==> config.mk <==
export PLATFORM = sky130hd
export DESIGN_NAME = cfar_detector
export DESIGN_NICKNAME = d
export VERILOG_FILES = /design/src/rtl/stc_pkg.sv /design/src/rtl/cfar_window.sv /design/src/rtl/cfar_detector.sv
export SDC_FILE = /design/constraint.sdc
export NUM_CORES = 1
export LEC_CHECK = 0
export BUFFER_PORTS_ARGS = -buffer_cell sky130_fd_sc_hd__buf_2
export CELL_PAD_IN_SITES_DETAIL_PLACEMENT = 1
export CELL_PAD_IN_SITES_GLOBAL_PLACEMENT = 2
export CORE_MARGIN = 2
export CORE_UTILIZATION = 35
export CTS_CLUSTER_SIZE = 25
export DETAILED_ROUTE_END_ITERATION = 6
export GPL_TIMING_DRIVEN = 0
export HOLD_SLACK_MARGIN = 0.12
export PLACE_DENSITY = 0.74
export SETUP_SLACK_MARGIN = 0.15
export SLEW_MARGIN = 25
export SYNTH_ARGS = -nofsm -noshare
export SYNTH_HDL_FRONTEND = slang
export SYNTH_SLANG_ARGS = --single-unit
==> constraint.sdc <==
create_clock -name clk -period 9.81 [get_ports clk]
set_input_delay 1.4715 -clock clk [delete_from_list [all_inputs] [get_ports clk]]
set_output_delay 1.4715 -clock clk [all_outputs]
set_load 0.01 [all_outputs]
==> src/rtl/stc_pkg.sv <==
// Shared widths, constants and FSM state type for the STC / CFAR video chain.
package stc_pkg;

  localparam int unsigned VID_W   = 12;
  localparam int unsigned RANGE_W = 12;
  localparam int unsigned THR_W   = 18;

  localparam logic [RANGE_W-1:0] SAMPLE_LIMIT = 12'd2626;

  typedef enum logic [1:0] {
    IDLE,
    FILL,
    RUN
  } cfar_state_t;

endpackage

==> src/rtl/cfar_window.sv <==
// W-deep video shift register for the CFAR sliding window.
// Position 0 holds the newest sample, position W-1 the oldest.
// Ports:
//   clk, rst        clock, asynchronous active-low reset
//   i_clr           synchronous clear; a same-cycle i_load lands in position 0
//   i_load          shift in i_din
//   i_din           entering video sample
//   o_lead_in       sample entering the lead side (the input itself)
//   o_lead_out      sample leaving the lead side into the guard cells
//   o_cut           cell under test (position H)
//   o_lag_in        sample entering the lag side from the guard cells
//   o_lag_out       sample leaving the lag side (oldest cell)
module cfar_window
  import stc_pkg::*;
#(
  parameter int unsigned WIDTH       = VID_W,
  parameter int unsigned REF_CELLS   = 8,
  parameter int unsigned GUARD_CELLS = 2
) (
  input  logic             clk,
  input  logic             rst,
  input  logic             i_clr,
  input  logic             i_load,
  input  logic [WIDTH-1:0] i_din,
  output logic [WIDTH-1:0] o_lead_in,
  output logic [WIDTH-1:0] o_lead_out,
  output logic [WIDTH-1:0] o_cut,
  output logic [WIDTH-1:0] o_lag_in,
  output logic [WIDTH-1:0] o_lag_out
);

  localparam int unsigned H = REF_CELLS + GUARD_CELLS;
  localparam int unsigned W = 2 * H + 1;

  logic [WIDTH-1:0] r_win [W];

  // Shift register with clear; clear plus load starts a fresh window with one sample.
  always_ff @(posedge clk or negedge rst) begin
    if (!rst) begin
      for (int i = 0; i < int'(W); i++) r_win[i] <= '0;
    end else if (i_clr) begin
      for (int i = 1; i < int'(W); i++) r_win[i] <= '0;
      r_win[0] <= i_load ? i_din : '0;
    end else if (i_load) begin
      r_win[0] <= i_din;
      for (int i = 1; i < int'(W); i++) r_win[i] <= r_win[i-1];
    end
  end

  assign o_lead_in  = i_din;
  assign o_lead_out = r_win[REF_CELLS-1];
  assign o_cut      = r_win[H];
  assign o_lag_in   = r_win[W-REF_CELLS-1];
  assign o_lag_out  = r_win[W-1];

endmodule

==> src/rtl/cfar_detector.sv <==
// Cell-averaging CFAR detector fed by the STC stage.
// Stage 1: window shift plus incremental lag/lead sum update.
// Stage 2: mean, scaled threshold with floor, strict compare; outputs registered.
// Build option: define CFAR_GO_EN for greatest-of CFAR (mean from the larger side).
// Ports:
//   clk, rst     clock, asynchronous active-low reset
//   trig         radar trigger, restarts the sweep (wins over vid_valid)
//   vid_valid    vid_in valid, one sample accepted per high cycle
//   vid_in       12-bit STC-compensated video
//   det_valid    det/cut_vid/cut_range valid
//   det          CUT exceeded the threshold
//   cut_vid      video of the CUT
//   cut_range    sample index of the CUT within the sweep
module cfar_detector
  import stc_pkg::*;
#(
  parameter int unsigned REF_CELLS   = 8,
  parameter int unsigned GUARD_CELLS = 2,
  parameter int unsigned SCALE       = 12,
  parameter int unsigned MIN_THRESH  = 64
) (
  input  logic               clk,
  input  logic               rst,
  input  logic               trig,
  input  logic               vid_valid,
  input  logic [VID_W-1:0]   vid_in,
  output logic               det_valid,
  output logic               det,
  output logic [VID_W-1:0]   cut_vid,
  output logic [RANGE_W-1:0] cut_range
);

  localparam int unsigned H      = REF_CELLS + GUARD_CELLS;
  localparam int unsigned W      = 2 * H + 1;
  localparam int unsigned LOG_R  = $clog2(REF_CELLS);
  localparam int unsigned SUM_W  = VID_W + LOG_R;
  localparam int unsigned FILL_W = $clog2(W + 1);

  localparam logic [5:0]       SCALE_Q = 6'(SCALE);
  localparam logic [THR_W-1:0] THR_MIN = THR_W'(MIN_THRESH);

  cfar_state_t r_state, w_state_next;

  logic               w_accept;
  logic [FILL_W-1:0]  r_fill, w_fill_next;
  logic [RANGE_W-1:0] r_range, w_idx;
  logic [SUM_W-1:0]   r_lag_sum, r_lead_sum, w_lag_next, w_lead_next;
  logic               r_s1_valid;
  logic [RANGE_W-1:0] r_s1_range;

  logic [VID_W-1:0] w_lead_in, w_lead_out, w_cut, w_lag_in, w_lag_out;

  logic [VID_W-1:0] w_mean;
  logic [THR_W-1:0] w_prod, w_scaled, w_thr;
  logic             w_det;

  logic               r_det_valid, r_det;
  logic [VID_W-1:0]   r_cut_vid;
  logic [RANGE_W-1:0] r_cut_range;

  // Samples are ignored in IDLE unless the same cycle carries the trigger.
  assign w_accept = vid_valid && ((r_state != IDLE) || trig);
  assign w_idx    = trig ? '0 : r_range;

  cfar_window #(
    .WIDTH       (VID_W),
    .REF_CELLS   (REF_CELLS),
    .GUARD_CELLS (GUARD_CELLS)
  ) u_window (
    .clk        (clk),
    .rst        (rst),
    .i_clr      (trig),
    .i_load     (w_accept),
    .i_din      (vid_in),
    .o_lead_in  (w_lead_in),
    .o_lead_out (w_lead_out),
    .o_cut      (w_cut),
    .o_lag_in   (w_lag_in),
    .o_lag_out  (w_lag_out)
  );

  // Fill count and incremental sums; modulo arithmetic keeps the final sum exact.
  always_comb begin
    w_fill_next = r_fill;
    w_lag_next  = r_lag_sum;
    w_lead_next = r_lead_sum;
    if (trig) begin
      w_fill_next = vid_valid ? FILL_W'(1) : '0;
      w_lag_next  = '0;
      w_lead_next = vid_valid ? SUM_W'(vid_in) : '0;
    end else if (w_accept) begin
      if (r_fill != FILL_W'(W)) w_fill_next = r_fill + FILL_W'(1);
      w_lead_next = r_lead_sum + SUM_W'(w_lead_in) - SUM_W'(w_lead_out);
      w_lag_next  = r_lag_sum + SUM_W'(w_lag_in) - SUM_W'(w_lag_out);
    end
  end

  // FSM state register.
  always_ff @(posedge clk or negedge rst) begin
    if (!rst) r_state <= IDLE;
    else      r_state <= w_state_next;
  end

  // FSM next state.
  always_comb begin
    w_state_next = r_state;
    case (r_state)
      IDLE:    if (trig) w_state_next = FILL;
      FILL: begin
        if (trig)                               w_state_next = FILL;
        else if (w_fill_next == FILL_W'(W))     w_state_next = RUN;
      end
      RUN:     if (trig) w_state_next = FILL;
      default: w_state_next = IDLE;
    endcase
  end

  // Stage 1: counters, sums, and the tag for the CUT now centred in the window.
  always_ff @(posedge clk or negedge rst) begin
    if (!rst) begin
      r_fill     <= '0;
      r_range    <= '0;
      r_lag_sum  <= '0;
      r_lead_sum <= '0;
      r_s1_valid <= 1'b0;
      r_s1_range <= '0;
    end else begin
      r_fill     <= w_fill_next;
      r_lag_sum  <= w_lag_next;
      r_lead_sum <= w_lead_next;
      r_s1_valid <= w_accept && (w_fill_next == FILL_W'(W));
      if (w_accept) begin
        r_range    <= (w_idx == '1) ? w_idx : w_idx + RANGE_W'(1);
        r_s1_range <= w_idx - RANGE_W'(H);
      end else if (trig) begin
        r_range <= '0;
      end
    end
  end

  // Local mean of the reference cells.
`ifdef CFAR_GO_EN
  assign w_mean = VID_W'(((r_lag_sum > r_lead_sum) ? r_lag_sum : r_lead_sum) >> LOG_R);
`else
  logic [SUM_W:0] w_pair;
  assign w_pair = {1'b0, r_lag_sum} + {1'b0, r_lead_sum};
  assign w_mean = VID_W'(w_pair >> (LOG_R + 1));
`endif

  // Threshold alpha*mean in Q4.2 with a floor, then strict compare.
  assign w_prod   = THR_W'(w_mean) * THR_W'(SCALE_Q);
  assign w_scaled = w_prod >> 2;
  assign w_thr    = (w_scaled > THR_MIN) ? w_scaled : THR_MIN;
  assign w_det    = THR_W'(w_cut) > w_thr;

  // Stage 2: result registers; data fields hold across empty cycles.
  always_ff @(posedge clk or negedge rst) begin
    if (!rst) begin
      r_det_valid <= 1'b0;
      r_det       <= 1'b0;
      r_cut_vid   <= '0;
      r_cut_range <= '0;
    end else begin
      r_det_valid <= r_s1_valid;
      if (r_s1_valid) begin
        r_det       <= w_det;
        r_cut_vid   <= w_cut;
        r_cut_range <= r_s1_range;
      end
    end
  end

  assign det_valid = r_det_valid;
  assign det       = r_det;
  assign cut_vid   = r_cut_vid;
  assign cut_range = r_cut_range;

endmodule

# After elaboration in Yosys (flattened, before gate mapping)
# Cells that the tools add are included.
[word_totals]
in_bits = 16
regBits = 340
[classes]
mux = 20
n_eq_ne = 7
n_addsub = 8
multipliers = 1
magnitude_cmp = 2
reduce_logical = 8
[ops]
columns = ["op", "count"]
rows = [
  ["252-bit two-way mux", 2],
  ["12-bit two-way mux", 5],
  ["15-bit two-way mux", 4],
  ["15-bit by 12-bit adder with 15-bit output", 2],
  ["15-bit by 12-bit subtractor with 15-bit output", 2],
  ["15-bit by 15-bit adder with 16-bit output", 1],
  ["5-bit two-way mux", 3],
  ["12-bit by 14-bit > comparator with 1-bit output", 1],
  ["14-bit by 7-bit > comparator with 1-bit output, second input constant", 1],
  ["12-bit by 2-bit multiplier with 14-bit output, second input constant", 1],
  ["14-bit two-way mux", 1],
  ["12-bit by 1-bit adder with 12-bit output, second input constant", 1],
  ["12-bit == test, second input constant", 1],
  ["12-bit by 4-bit subtractor with 12-bit output, second input constant", 1],
  ["2-bit two-way mux", 3],
  ["5-bit by 1-bit adder with 5-bit output, second input constant", 1],
  ["5-bit == test, second input constant", 1],
  ["5-bit inequality test, second input constant", 1],
  ["2-bit one-hot mux with 2 select lines", 1],
  ["2-bit nonzero test", 2],
  ["3-bit inequality test, second input constant", 1],
  ["2-bit by 1-bit == test with 1-bit output, second input constant", 1],
  ["2-bit == test, second input constant", 1],
  ["1-bit logical AND", 2],
  ["6 further kinds", 6],
]

# Depth between registers and ports, before layout
[logic_depth]
ltp_word = 9
depth_mapped = 23

# Hierarchy
# A second synthesis with hierarchy kept.
[hier_totals]
cells_unflattened = 1673
hier_area_um2 = 17790.8
[modules_own_cells]
columns = ["mod", "n_inst", "area_each_um2", "seq_area_each_um2", "cells_per_inst"]
rows = [
  ["cfar_window", 1, 10577.6, 6306.0, 861],
  ["cfar_detector", 1, 7213.2, 2202.1, 812],
]

# Worst setup path after synthesis
# OpenSTA, ideal clock, no wires.
[synth_timing]
path_kind = "register to register"
from = "reg r_lag_sum[7]"
to = "reg r_det, in the netlist det"
t_required_ns = 9.690
path_buffers = 1
stages_incl_launch_ff = 24
slack_ns = 5.425
t_arrival_ns = 4.265
setup_time_ns = 0.120
path_cell_list = "dfrtp_1 > ha_1 > a21o_1 > a221o_1 > nand2_1 > a31oi_1 > a21oi_1 > o21bai_1 > xor2_1 > ha_1 > clkbuf_1 > nor2b_1 > o21ai_0 > mux2i_1 > and4_1 > nand4b_4 > nand2_1 > ha_1 > nor2b_1 > o21ai_0 > a21oi_1 > nor3_1 > o211ai_1 > a41o_1"
[synth_between]
elab_chain_cells = 5
[synth_rtl]
columns = ["item", "line", "text"]
rows = [
  ["from (decl)", "cfar_detector.sv:47", "logic [SUM_W-1:0] r_lag_sum, r_lead_sum, w_lag_next, w_lead_next;"],
  ["from (signal assigned)", "cfar_detector.sv:129", "r_lag_sum <= w_lag_next;"],
  ["15-bit by 15-bit adder with 16-bit output *", "cfar_detector.sv:146", "assign w_pair = {1'b0, r_lag_sum} + {1'b0, r_lead_sum};"],
  ["12-bit by 2-bit multiplier with 14-bit output *", "cfar_detector.sv:151", "assign w_prod = THR_W'(w_mean) * THR_W'(SCALE_Q);"],
  ["14-bit by 7-bit > comparator with 1-bit output", "cfar_detector.sv:153", "assign w_thr = (w_scaled > THR_MIN) ? w_scaled : THR_MIN;"],
  ["14-bit two-way mux *", "cfar_detector.sv:153", ""],
  ["12-bit by 14-bit > comparator with 1-bit output *", "cfar_detector.sv:154", "assign w_det = THR_W'(w_cut) > w_thr;"],
  ["to (signal assigned)", "cfar_detector.sv:166", "r_det <= w_det;"],
  ["to (decl)", "cfar_detector.sv:57", "logic r_det_valid, r_det;"],
]
# Mark *: on every way between the ends. The rest lies on a longest branch, timed or not.
# A chain may end at the register's enable or synchronous reset.

# Final worst setup path
[layout_timing]
from = "reg r_lead_sum[2]"
to = "reg r_det, in the netlist det"
[layout_between]
elab_chain_cells = 5
[layout_rtl]
columns = ["item", "line", "text"]
rows = [
  ["from (decl)", "cfar_detector.sv:47", ""],
  ["from (signal assigned)", "cfar_detector.sv:130", "r_lead_sum <= w_lead_next;"],
  ["15-bit by 15-bit adder with 16-bit output *", "cfar_detector.sv:146", ""],
  ["12-bit by 2-bit multiplier with 14-bit output *", "cfar_detector.sv:151", ""],
  ["14-bit by 7-bit > comparator with 1-bit output", "cfar_detector.sv:153", ""],
  ["14-bit two-way mux *", "cfar_detector.sv:153", ""],
  ["12-bit by 14-bit > comparator with 1-bit output *", "cfar_detector.sv:154", ""],
]
# Marks and branches as above.

==> results.yml <==
status:
  status: "completed"
cells_and_area:
  num_antenna_cells: 0
  area_growth_pct: 14.31
  fin_area_mm2: 0.01958
  nets: 2115
  top_register: "u_window.r_win"
  fillerInstances: 5721
  drive_gt1_share_pct: 8.325
  largest_reg_flops: 204
  reg_top3: "u_window.r_win x204, r_lag_sum x15, r_lead_sum x15"
synthesis:
  synth_area_leaders: "dfrtp_1, nand2_1, a21oi_1, ha_1, fa_1"
  yosysMostFrequentCell: "nand2_1"
  syn_area_per_cell_um2: 8.955
  synthAdderAreaFrac_pct: 8.326
  synth_compound_area_share_pct: 14.37
  synth_xor_area_share_pct: 2.965
  yosysUniqueCellTypes: 63
  synth.area.mux_share_pct: 1.760
  synth_top_area_share_pct: 49.66
  synth_warnings: 0
  synth_cells: 1913
  synth-simple-area-share_pct: 17.63
  synth_area_leader_cell: "dfrtp_1"
  synth_commonest_cells: "nand2_1, dfrtp_1, a21oi_1"
  async_reset_ff_share_pct: 100.0
  ys_ff_latch: 340
  synth_top_family_by_area: "simple AND/OR/NAND/NOR gates"
  synth-edff-count: 0
  synth_nets: 2028
  synth_area_mm2: 0.01713
  yosysSeqAreaShare_pct: 49.66
  synth_ff_type: "dfrtp_1"
drt:
  drc: 0
  drtIter0Drc: 547
  wl_per_cell_um: 19.33
  vias: 13500
  totalWireLength_um: 51260
  first_pass_iters: 4
  postRouteAntennaNets: 0
  viasPerCell: 5.092
floorplanning:
  io_pins: 42
  die_y_um: 225.2
  die_w_um: 225.2
  row_count: 81
  core_mm2: 0.04865
  start_util_pct: 35.22
  die_area_mm2: 0.05073
timing:
  hold_violations: 0
  fin_crit_sh_pct: 54.79
  rsz0062_at_grt: "false"
  finalSetupViolCount: 0
  period_needed_ns: 5.375
  tns_ns: 0
  maxSlewHeadroom_pct: 44.02
  slew_viol_final: 0
  fin_hold_ws_ns: 0.3814
  fmax_ghz: 0.1860
  tightest_slew_ns: 0.8396
  clock_skew_ns: 0.01850
power_and_ir_drop:
  powerDensity_mw_per_mm2: 251.6
  ir_worst_vdd_v: 0.0001236
  power.leakage_nw: 8.651
grt:
  antenna_found_initial: 0
  grt_pass1_vias: 14370
  grt_overflow: 0
  track_usage_pct: 20.91
  grt_max_degree: 88
  grt_pass1_wl_um: 81900
clock_network:
  clock_tree.buffer_depth: 3
  ctsHtreeMaxLevel: 2
  cts_tree: "yes"
  hold_buffers: 0
  clkSinkCount: 340
  cts_setup_buffers: 0
  path_clk_slew_ns: 0.06
  worstSkewPairLatency_ns: 0.58
  cts_buffers: 41
  clock-root-buffer: "clkbuf_16"
  post_cts_resized: 0
placement:
  hpwl_um: 38250
  io_buffers: 40
  place_area_mm2: 0.01823
  place.gp.congestion: 0.8239
setup_path:
  end_kind: "flip-flop"
  worstSetupPathType: "reg2reg"
  arrival_ns: 5.83
  path_max_fanout: 7
  cp_data_required_time_ns: 10.27
  worst_setup_path_start_kind: "flip-flop"
min_path:
  hold_class: "reg2reg"
flow_run:
  maxCapViolCount: 0
==> routing by layer <==
| metal | track usage [%] | part of all wire [%] |
|---|---|---|
| met1 | 28.09 | 47 |
| met2 | 35.64 | 49 |
| met3 | 2.425 | 2.4 |
| met4 | 5.875 | 2.1 |
| met5 | 0 | 0 |
==> path summary, 6_finish.rpt <==
check	startpoint	end	slack, ns	depth (start not counted)
min reg2reg	r_s1_valid$_DFF_PN0_	det_valid$_DFF_PN0_	0.38	0
min in group asynchronous	rst	cut_range[10]$_DFFE_PN0P_	0.77	1
max in group asynchronous	rst	u_window.r_win[43]$_DFFE_PN0P_	7.56	4
max	r_lead_sum[2]$_DFFE_PN0P_	det$_DFFE_PN0P_	4.43	23
min	r_s1_valid$_DFF_PN0_	det_valid$_DFF_PN0_	0.38	0
max reg2reg	r_lead_sum[2]$_DFFE_PN0P_	det$_DFFE_PN0P_	4.43	23
==> critical path: stages, from the launching register on <==
cell and delay, ns:
dfrtp_1 0.45, ha_1 0.33, a21oi_1 0.24, nand2_1 0.09
a21oi_1 0.24, o21bai_1 0.09, nor2_1 0.18, nor3_1 0.16
ha_1 0.27, fa_1 0.44, a211oi_2 0.32, o31ai_2 0.14
o41ai_4 0.29, o21ai_1 0.16, xnor2_1 0.43, nand4b_4 0.21
nand2_1 0.12, ha_1 0.23, nor2b_1 0.13, o21ai_0 0.14
a21oi_1 0.09, nor3_1 0.14, o211ai_1 0.12, a41o_1 0.24
==> power by group <==
part	switching, mW	total, mW	leakage, nW	internal [mW]
Clock	0.627	1.53	0.667	0.908
Sequential	0.0580	1.51	4.65	1.45
Combinational	1.14	1.88	3.34	0.745
Total	1.82	4.93	8.65	3.10
==> layout make-up <==
| class | count | area (um^2) | area share, % |
|---|---|---|---|
| inverters | 121 | 454.2 | 2.319 |
| plain buffers | 111 | 451.7 | 2.307 |
| flip-flops and latches | 340 | 8508 | 43.45 |
| clock inverters | 8 | 95.09 | 0.4856 |
| well taps | 622 | 778.2 | 3.974 |
| clock buffers | 65 | 1257 | 6.421 |
| multi-input cells | 1341 | 7717 | 39.41 |
| repair buffers | 44 | 320.3 | 1.636 |
==> logic make-up (layout without fill, tap and decap cells) <==
logic type | Yosys count | after routing
AOI/OAI and AO/OA | 439 | 439
xor gates and xnor gates | 58 | 58
adders and majority gates | 99 | 99
buffers and inverters | 232 | 349
DFF | 340 | 340
muxes | 27 | 27
and+or+nand+nor | 718 | 718
==> per-stage QoR <==
stage / util [%] / power [mW] / cells / setup slack, ns
after floorplan: - / 2.921 / 1913 / 5.425
after detailed placement: 37.47 / 3.428 / 2579 / 4.485
after global routing: 40.25 / 5.272 / 2652 / 4.084
after CTS: 40.25 / 4.999 / 2652 / 4.426
after global placement: 37.23 / 3.353 / 2575 / 0.2663
final: 40.25 / 4.928 / 2652 / 4.435
==> cell usage in the layout, fill, tap and decap left out, drive strengths merged, types with 8 or more instances in the layout <==
| cell type | count |
|---|---|
| nor3 | 17 |
| nor2b | 16 |
| nand4 | 11 |
| o21a | 12 |
| a21oi | 300 |
| inv | 122 |
| xnor2 | 38 |
| nor2 | 63 |
| ha | 74 |
| xor2 | 20 |
| nand3 | 25 |
| buf | 80 |
| clkbuf | 140 |
| a211oi | 8 |
| mux2 | 25 |
| fa | 25 |
| a21o | 9 |
| o21bai | 9 |
| nand3b | 14 |
| dfrtp | 340 |
| nand2 | 536 |
| o21ai | 57 |
(Power assumes the default switching activity.)
